[src/rtl/rf_arb_pkg.sv]
// Shared definitions for the register-file write arbiter.
// The register address and data widths, the default starvation limit, and
// the requester encoding. The encoding is also driven out on grant_src.
package rf_arb_pkg;

  localparam int REG_ADDR_W           = 5;
  localparam int DATA_W               = 32;
  localparam int NUM_REGS             = 1 << REG_ADDR_W;
  localparam int STARVE_LIMIT_DEFAULT = 8;

  typedef enum logic [1:0] {
    SRC_NONE = 2'd0,
    SRC_WB   = 2'd1,
    SRC_MDU  = 2'd2,
    SRC_LSU  = 2'd3
  } req_src_e;

endpackage

[src/rtl/rf_scoreboard.sv]
// Busy-register scoreboard.
// The scoreboard sets a bit when a long-latency op reserves its destination.
// It clears that bit when the MDU or LSU writes the register back.
// When a set and a clear hit the same bit in one cycle, the set wins.
// Register 0 is never busy.
// Ports:
//   clk_n, rst_n          clock (rising edge) and async active-low reset
//   set_valid, set_addr   reservation request
//   clr_valid, clr_addr   long-latency writeback retiring a reservation
//   q_addr1/2, q_busy1/2  combinational busy lookup
module rf_scoreboard
  import rf_arb_pkg::*;
(
  input  logic                  clk_n,
  input  logic                  rst_n,
  input  logic                  set_valid,
  input  logic [REG_ADDR_W-1:0] set_addr,
  input  logic                  clr_valid,
  input  logic [REG_ADDR_W-1:0] clr_addr,
  input  logic [REG_ADDR_W-1:0] q_addr1,
  input  logic [REG_ADDR_W-1:0] q_addr2,
  output logic                  q_busy1,
  output logic                  q_busy2
);

  logic [NUM_REGS-1:0] busy_reg;
  logic [NUM_REGS-1:0] busy_next;

  // Register 0 is hardwired to zero, so it can never be outstanding.
  assign busy_next[0] = 1'b0;

  genvar gi;
  generate
    for (gi = 1; gi < NUM_REGS; gi++) begin : g_bit
      logic set_hit;
      logic clr_hit;
      assign set_hit = set_valid && (set_addr == REG_ADDR_W'(gi));
      assign clr_hit = clr_valid && (clr_addr == REG_ADDR_W'(gi));
      // A new reservation issued in the same cycle as the old one retires
      // must survive.
      assign busy_next[gi] = set_hit | (busy_reg[gi] & ~clr_hit);
    end
  endgenerate

  always_ff @(posedge clk_n or negedge rst_n) begin
    if (!rst_n) begin
      busy_reg <= '0;
    end else begin
      busy_reg <= busy_next;
    end
  end

  assign q_busy1 = (q_addr1 != '0) && busy_reg[q_addr1];
  assign q_busy2 = (q_addr2 != '0) && busy_reg[q_addr2];

endmodule

[src/rtl/rf_write_arbiter.sv]
// Register-file write-port arbiter.
// Three writers share the register-file write port: pipeline writeback (WB),
// the multiply/divide unit (MDU) and the load/store unit (LSU).
// WB normally wins. Once a long-latency requester has lost to WB for
// STARVE_LIMIT consecutive cycles, WB is held off for one cycle.
// MDU and LSU share the remaining slots round-robin.
// The granted write is driven out on the following cycle.
// Writes to register 0 complete their handshake but are not written.
// Ports:
//   clk_n, rst_n                        clock (rising edge), async active-low reset
//   wb_*/mdu_*/lsu_* valid/addr/data    write requests; *_ready is the grant
//   rsv_valid, rsv_addr                 destination reservation from issue
//   q_addr1/2, q_busy1/2                scoreboard busy lookup
//   write_enable/addr/data              registered register-file write port
//   grant_src                           registered source of the current write
module rf_write_arbiter
  import rf_arb_pkg::*;
#(
  parameter int STARVE_LIMIT = STARVE_LIMIT_DEFAULT
) (
  input  logic                  clk_n,
  input  logic                  rst_n,
  input  logic                  wb_valid,
  input  logic [REG_ADDR_W-1:0] wb_addr,
  input  logic [DATA_W-1:0]     wb_data,
  output logic                  wb_ready,
  input  logic                  mdu_valid,
  input  logic [REG_ADDR_W-1:0] mdu_addr,
  input  logic [DATA_W-1:0]     mdu_data,
  output logic                  mdu_ready,
  input  logic                  lsu_valid,
  input  logic [REG_ADDR_W-1:0] lsu_addr,
  input  logic [DATA_W-1:0]     lsu_data,
  output logic                  lsu_ready,
  input  logic                  rsv_valid,
  input  logic [REG_ADDR_W-1:0] rsv_addr,
  input  logic [REG_ADDR_W-1:0] q_addr1,
  input  logic [REG_ADDR_W-1:0] q_addr2,
  output logic                  q_busy1,
  output logic                  q_busy2,
  output logic                  write_enable,
  output logic [REG_ADDR_W-1:0] write_addr,
  output logic [DATA_W-1:0]     write_data,
  output logic [1:0]            grant_src
);

  localparam logic [3:0] STARVE_MAX = 4'(STARVE_LIMIT);

  logic [3:0]            starve_cnt_reg;
  logic [3:0]            starve_cnt_next;
  logic                  mdu_first_reg;   // 1: MDU wins an MDU/LSU tie
  logic                  wb_gnt;
  logic                  mdu_gnt;
  logic                  lsu_gnt;
  logic                  long_valid;
  req_src_e              sel_src;
  logic [REG_ADDR_W-1:0] sel_addr;
  logic [DATA_W-1:0]     sel_data;

  // Grants are combinational from the valids and the registered state. They
  // are gated by rst_n so that nothing handshakes while reset is held.
  assign long_valid = mdu_valid || lsu_valid;
  assign wb_ready   = rst_n && (starve_cnt_reg != STARVE_MAX);
  assign wb_gnt     = wb_valid && wb_ready;
  assign mdu_gnt    = rst_n && !wb_gnt && mdu_valid && (!lsu_valid || mdu_first_reg);
  assign lsu_gnt    = rst_n && !wb_gnt && lsu_valid && (!mdu_valid || !mdu_first_reg);
  assign mdu_ready  = mdu_gnt;
  assign lsu_ready  = lsu_gnt;

  always_comb begin
    sel_src  = SRC_NONE;
    sel_addr = '0;
    sel_data = '0;
    if (wb_gnt) begin
      sel_src  = SRC_WB;
      sel_addr = wb_addr;
      sel_data = wb_data;
    end else if (mdu_gnt) begin
      sel_src  = SRC_MDU;
      sel_addr = mdu_addr;
      sel_data = mdu_data;
    end else if (lsu_gnt) begin
      sel_src  = SRC_LSU;
      sel_addr = lsu_addr;
      sel_data = lsu_data;
    end
  end

  // The count is the number of consecutive WB wins while a long-latency
  // requester waits. Any long-latency grant clears it. So does a cycle in
  // which no long-latency requester is waiting.
  always_comb begin
    starve_cnt_next = starve_cnt_reg;
    if (mdu_gnt || lsu_gnt || !long_valid) begin
      starve_cnt_next = '0;
    end else if (wb_gnt && (starve_cnt_reg != STARVE_MAX)) begin
      starve_cnt_next = starve_cnt_reg + 4'd1;
    end
  end

  always_ff @(posedge clk_n or negedge rst_n) begin
    if (!rst_n) begin
      starve_cnt_reg <= '0;
      mdu_first_reg  <= 1'b1;
      write_enable   <= 1'b0;
      write_addr     <= '0;
      write_data     <= '0;
      grant_src      <= SRC_NONE;
    end else begin
      starve_cnt_reg <= starve_cnt_next;
      if (mdu_gnt) begin
        mdu_first_reg <= 1'b0;
      end else if (lsu_gnt) begin
        mdu_first_reg <= 1'b1;
      end
      grant_src <= sel_src;
      if (sel_src != SRC_NONE) begin
        write_addr   <= sel_addr;
        write_data   <= sel_data;
        write_enable <= (sel_addr != '0);
      end else begin
        // Idle cycles hold the last address and data so the port stays quiet.
        write_enable <= 1'b0;
      end
    end
  end

  // Only long-latency results retire reservations. WB writes never clear them.
  rf_scoreboard u_scoreboard (
    .clk_n     (clk_n),
    .rst_n     (rst_n),
    .set_valid (rsv_valid),
    .set_addr  (rsv_addr),
    .clr_valid (mdu_gnt || lsu_gnt),
    .clr_addr  (mdu_gnt ? mdu_addr : lsu_addr),
    .q_addr1   (q_addr1),
    .q_addr2   (q_addr2),
    .q_busy1   (q_busy1),
    .q_busy2   (q_busy2)
  );

endmodule

[config.mk]
export PLATFORM = sky130hd
export DESIGN_NAME = rf_write_arbiter
export DESIGN_NICKNAME = d
export VERILOG_FILES = /design/src/rtl/rf_arb_pkg.sv /design/src/rtl/rf_scoreboard.sv /design/src/rtl/rf_write_arbiter.sv
export SDC_FILE = /design/constraint.sdc
export NUM_CORES = 1
export LEC_CHECK = 0
export ABC_CLOCK_PERIOD_IN_PS = 4870
export BUFFER_PORTS_ARGS = -buffer_cell sky130_fd_sc_hd__buf_4
export CAP_MARGIN = 20
export CORE_ASPECT_RATIO = 1.1
export CORE_UTILIZATION = 55
export CTS_BUF_LIST = sky130_fd_sc_hd__clkbuf_8
export DETAILED_ROUTE_END_ITERATION = 8
export PLACE_DENSITY = 0.88
export SYNTH_ARGS = -nofsm -noshare
export SYNTH_HDL_FRONTEND = slang
export SYNTH_SLANG_ARGS = --single-unit
[constraint.sdc]
create_clock -name clk_n -period 4.87 [get_ports clk_n]
set_input_delay 0.7305 -clock clk_n [delete_from_list [all_inputs] [get_ports clk_n]]
set_output_delay 0.7305 -clock clk_n [all_outputs]
set_load 0.01 [all_outputs]
==> results.md <==
- Layout Nets: 821
- CP Capture Type: primary output
- Peak VDD IR: approximately 150 uV
- Post-CTS resize count: 0
- Initial Utilization: 0.575
- Io pins: 177
- DRT Wirelength: 14,900 um
- Die width: 89.4 um
- Final setup fails: 0
- Root Buffer: clkbuf_8
- Grt total ovfl: 0
- Core Region: between 8000 and 9000 um2
- Startpoint types: input pin
- Final slew viol count: 0
- Async SR Flop Fraction: 1.00
- Pwr dens: roughly 320 nW/um2
- Sequential area share after synthesis: 0.412
- WS Path Type: in2out
- Mean Syn Cell Area: a little under 9 um2
- Worst path cell trace: buf_4 > inv_2 > a2111o_1 > inv_1 > buf_4
- Die span in y: 98.1 um
- Diode count: 0
- Sink Count: between 70 and 80
- Max FFs per register: 32
- Dpl hpwl: roughly 11,000 um
- Gpl congestion: about 0.96
- Drt via density: between 6 and 7
- Tmin final: approximately 2900 ps
- CTS H-Tree Depth: 3
- Synth Warn #: 0
- Setup Fix Bufs, Post-CTS: 0
- Syn Inst Count: between 500 and 600
- CP Depth: 5
- Final period util: 0.605
- Net Count, Synth: about 670
- Syn Std Cell Area: about 4600 um2
- DR pass1 iterations: 5
- Die footprint: between 8000 and 9000 um2
- Number of remaining DRC errors: 0
- Reg2reg path depth: 8
- Clock Pin Slew Worst Setup and Hold Paths: ~80 ps
- Ys flop type: dfrtp_1
- Vias in the first global route: 4,803
- Starting DRT DRC Count: approximately 350
- Worst Tran Pin Value: about 850 ps
- Final Util: 0.773
- Final Hold Fails: 0
- Total CTS buffers: 9
- CTS tree: built
- Min-delay worst type: in2async
- CP Buf/Inv Count: 4
- Static Leak: around 2.9 nW
- MaxCap Viol Count: 0
- Yosys reg bits: 76
- Vias post-DR: around 5k
- Clock Latency Late Sink: 360 ps
- CP Max Fanout: 42
- I/O Buffers: between 150 and 200
- Wire per inst: around 19 um
- Layout cells sized above 1: 0.309
- Rows: 34
- Synth cell types: 47
- Post-detailed-route count of antenna-violating nets: 0
- CP max stage delay: approximately 550 ps
- Bufs on Longest Clock Path: 2
- CP Data Required Time: 4140 ps
- Outcome: completed
- Max Clk Rate: around 340 MHz
- CP top delay family: buffers and inverters
- Area Growth Syn to Fin: 34.5%
- Gr usage total: 0.342
- First-pass GRT wire length: ~23,000 um
- Setup TNS: 0 ps
- Clk_skew: 10.9 ps
- Hold_buf cts: 0
- Largest net degree at the start of global routing: 86
- Critical path's slowest cell: a2111o_1
- Most common cell on crit path: buf_4
- Antenna violations before repair: 0
- WP data arrival: 2220 ps
- EDFF count, synth: 0
- RSZ-0062 raised after global routing: no
- Power consumption: 1.96 mW
- Slew headroom: 0.430
## path summary, 6_finish.rpt
check / end / slack [ps] / startpoint
worst max-delay path: mdu_ready / 1920 / rst_n
worst min-delay path: write_addr[4] / 380 / rst_n
min in group clk_n: write_addr[4] / 490 / write_addr[4]
worst max register to register: write_data[29] / 2540 / starve_cnt_reg[0]
worst min register to register: write_addr[4] / 490 / write_addr[4]
max in group asynchronous: write_data[5] / 3910 / rst_n
## synthesized netlist by cell type (2+ instances only)
| cell type | number | area [um2] |
|---|---|---|
| a2111o_1 | 2 | 22.5 |
| a221o_1 | 32 | 320 |
| nor2_1 | 18 | 67.6 |
| buf_2 | 8 | 40.0 |
| buf_4 | 5 | 37.5 |
| a2111oi_0 | 5 | 43.8 |
| ha_1 | 2 | 25.0 |
| a21oi_1 | 44 | 220 |
| nand3b_1 | 2 | 15.0 |
| mux2_4 | 4 | 60.1 |
| and3_1 | 5 | 31.3 |
| a21boi_0 | 3 | 22.5 |
| a311oi_1 | 2 | 17.5 |
| mux2i_1 | 20 | 200 |
| a22oi_1 | 4 | 30.0 |
| nand2_1 | 114 | 428 |
| dfrtp_1 | 75 | 1880 |
| mux4_2 | 6 | 135 |
| and2_1 | 4 | 25.0 |
| a21o_1 | 2 | 15.0 |
| buf_1 | 3 | 11.3 |
| a32o_1 | 2 | 20.0 |
| a221oi_1 | 3 | 26.3 |
| o211ai_1 | 8 | 60.1 |
| o21ai_0 | 26 | 130 |
| nor2b_1 | 14 | 87.6 |
| o21ai_1 | 16 | 80.1 |
| inv_1 | 9 | 33.8 |
| nand3_1 | 34 | 170 |
| nand2b_1 | 8 | 50.1 |
| clkbuf_1 | 22 | 82.6 |
| a22o_1 | 3 | 26.3 |
| a31oi_1 | 6 | 37.5 |
| nor3_1 | 8 | 40.0 |
## per-layer routing
metal	global-route usage	routed length, um	share of wire
met5	0	0	0
met1	0.427	5800	0.39
met2	0.566	7570	0.51
met3	0.0719	1130	0.076
met4	0.148	409	0.027
## where the power goes
| group | internal, mW | switching, mW |
|---|---|---|
| sequential | 0.747 | 0.0963 |
| clock | 0.297 | 0.259 |
| combinational | 0.287 | 0.272 |
## stage by stage
step	hold WS (ps)	area (um2)	instances	setup WS, ps
global route	416	6220	800	1820
CTS	494	6190	799	1930
finish	381	6220	800	1920
global placement	474	5930	782	1980
floorplan	435	4620	532	2170
detailed placement	475	5960	783	1950
## placed cells by master (no fill, tap or decap), types with 2 or more instances in the layout
cell type | synthesis | routed
a221o_1 | 32 | 32
nand2b_1 | 8 | 8
and2_1 | 4 | 4
and3_1 | 5 | 5
mux2i_1 | 20 | 20
buf_4 | 5 | 181
nor2b_1 | 14 | 14
a21boi_0 | 3 | 3
o21ai_1 | 16 | 16
a311oi_1 | 2 | 2
buf_16 | 0 | 2
inv_1 | 9 | 9
a2111o_1 | 2 | 2
nand3_1 | 34 | 34
a221oi_1 | 3 | 3
a21oi_1 | 44 | 44
a21o_1 | 2 | 2
nor3_1 | 8 | 8
o211ai_1 | 8 | 8
inv_6 | 0 | 3
o21ai_0 | 26 | 26
clkbuf_8 | 0 | 9
ha_1 | 2 | 2
dfrtp_1 | 75 | 75
a2111oi_0 | 5 | 5
a32o_1 | 2 | 2
bufinv_16 | 0 | 2
a31oi_1 | 6 | 6
mux2_4 | 4 | 4
nor2_1 | 18 | 18
a22o_1 | 3 | 3
a22oi_1 | 4 | 4
nand3b_1 | 2 | 2
nand2_1 | 114 | 114
mux4_2 | 6 | 6
## layout make-up
| type | count | area, um2 |
|---|---|---|
| inverter | 10 | 37.5 |
| sequential | 76 | 1900 |
| clock buffer | 9 | 124 |
| tap | 108 | 135 |
| timing repair buffer | 183 | 1410 |
| multi-input combinational | 407 | 2500 |
| fill | 580 | 1820 |
| clock inverter | 7 | 105 |
## cells by family after synthesis
group                    Yosys count  share of synthesized area
flip-flops                        76                      0.412
AND/OR/NAND/NOR                  213                      0.210
buffers and inverters             49                     0.0476
multiplexers                      30                     0.0855
AO/OA/AOI/OAI                    162                      0.240
adder cells (fa/ha/maj)            2                    0.00541
No activity file was read; power rests on OpenSTA's default activity.
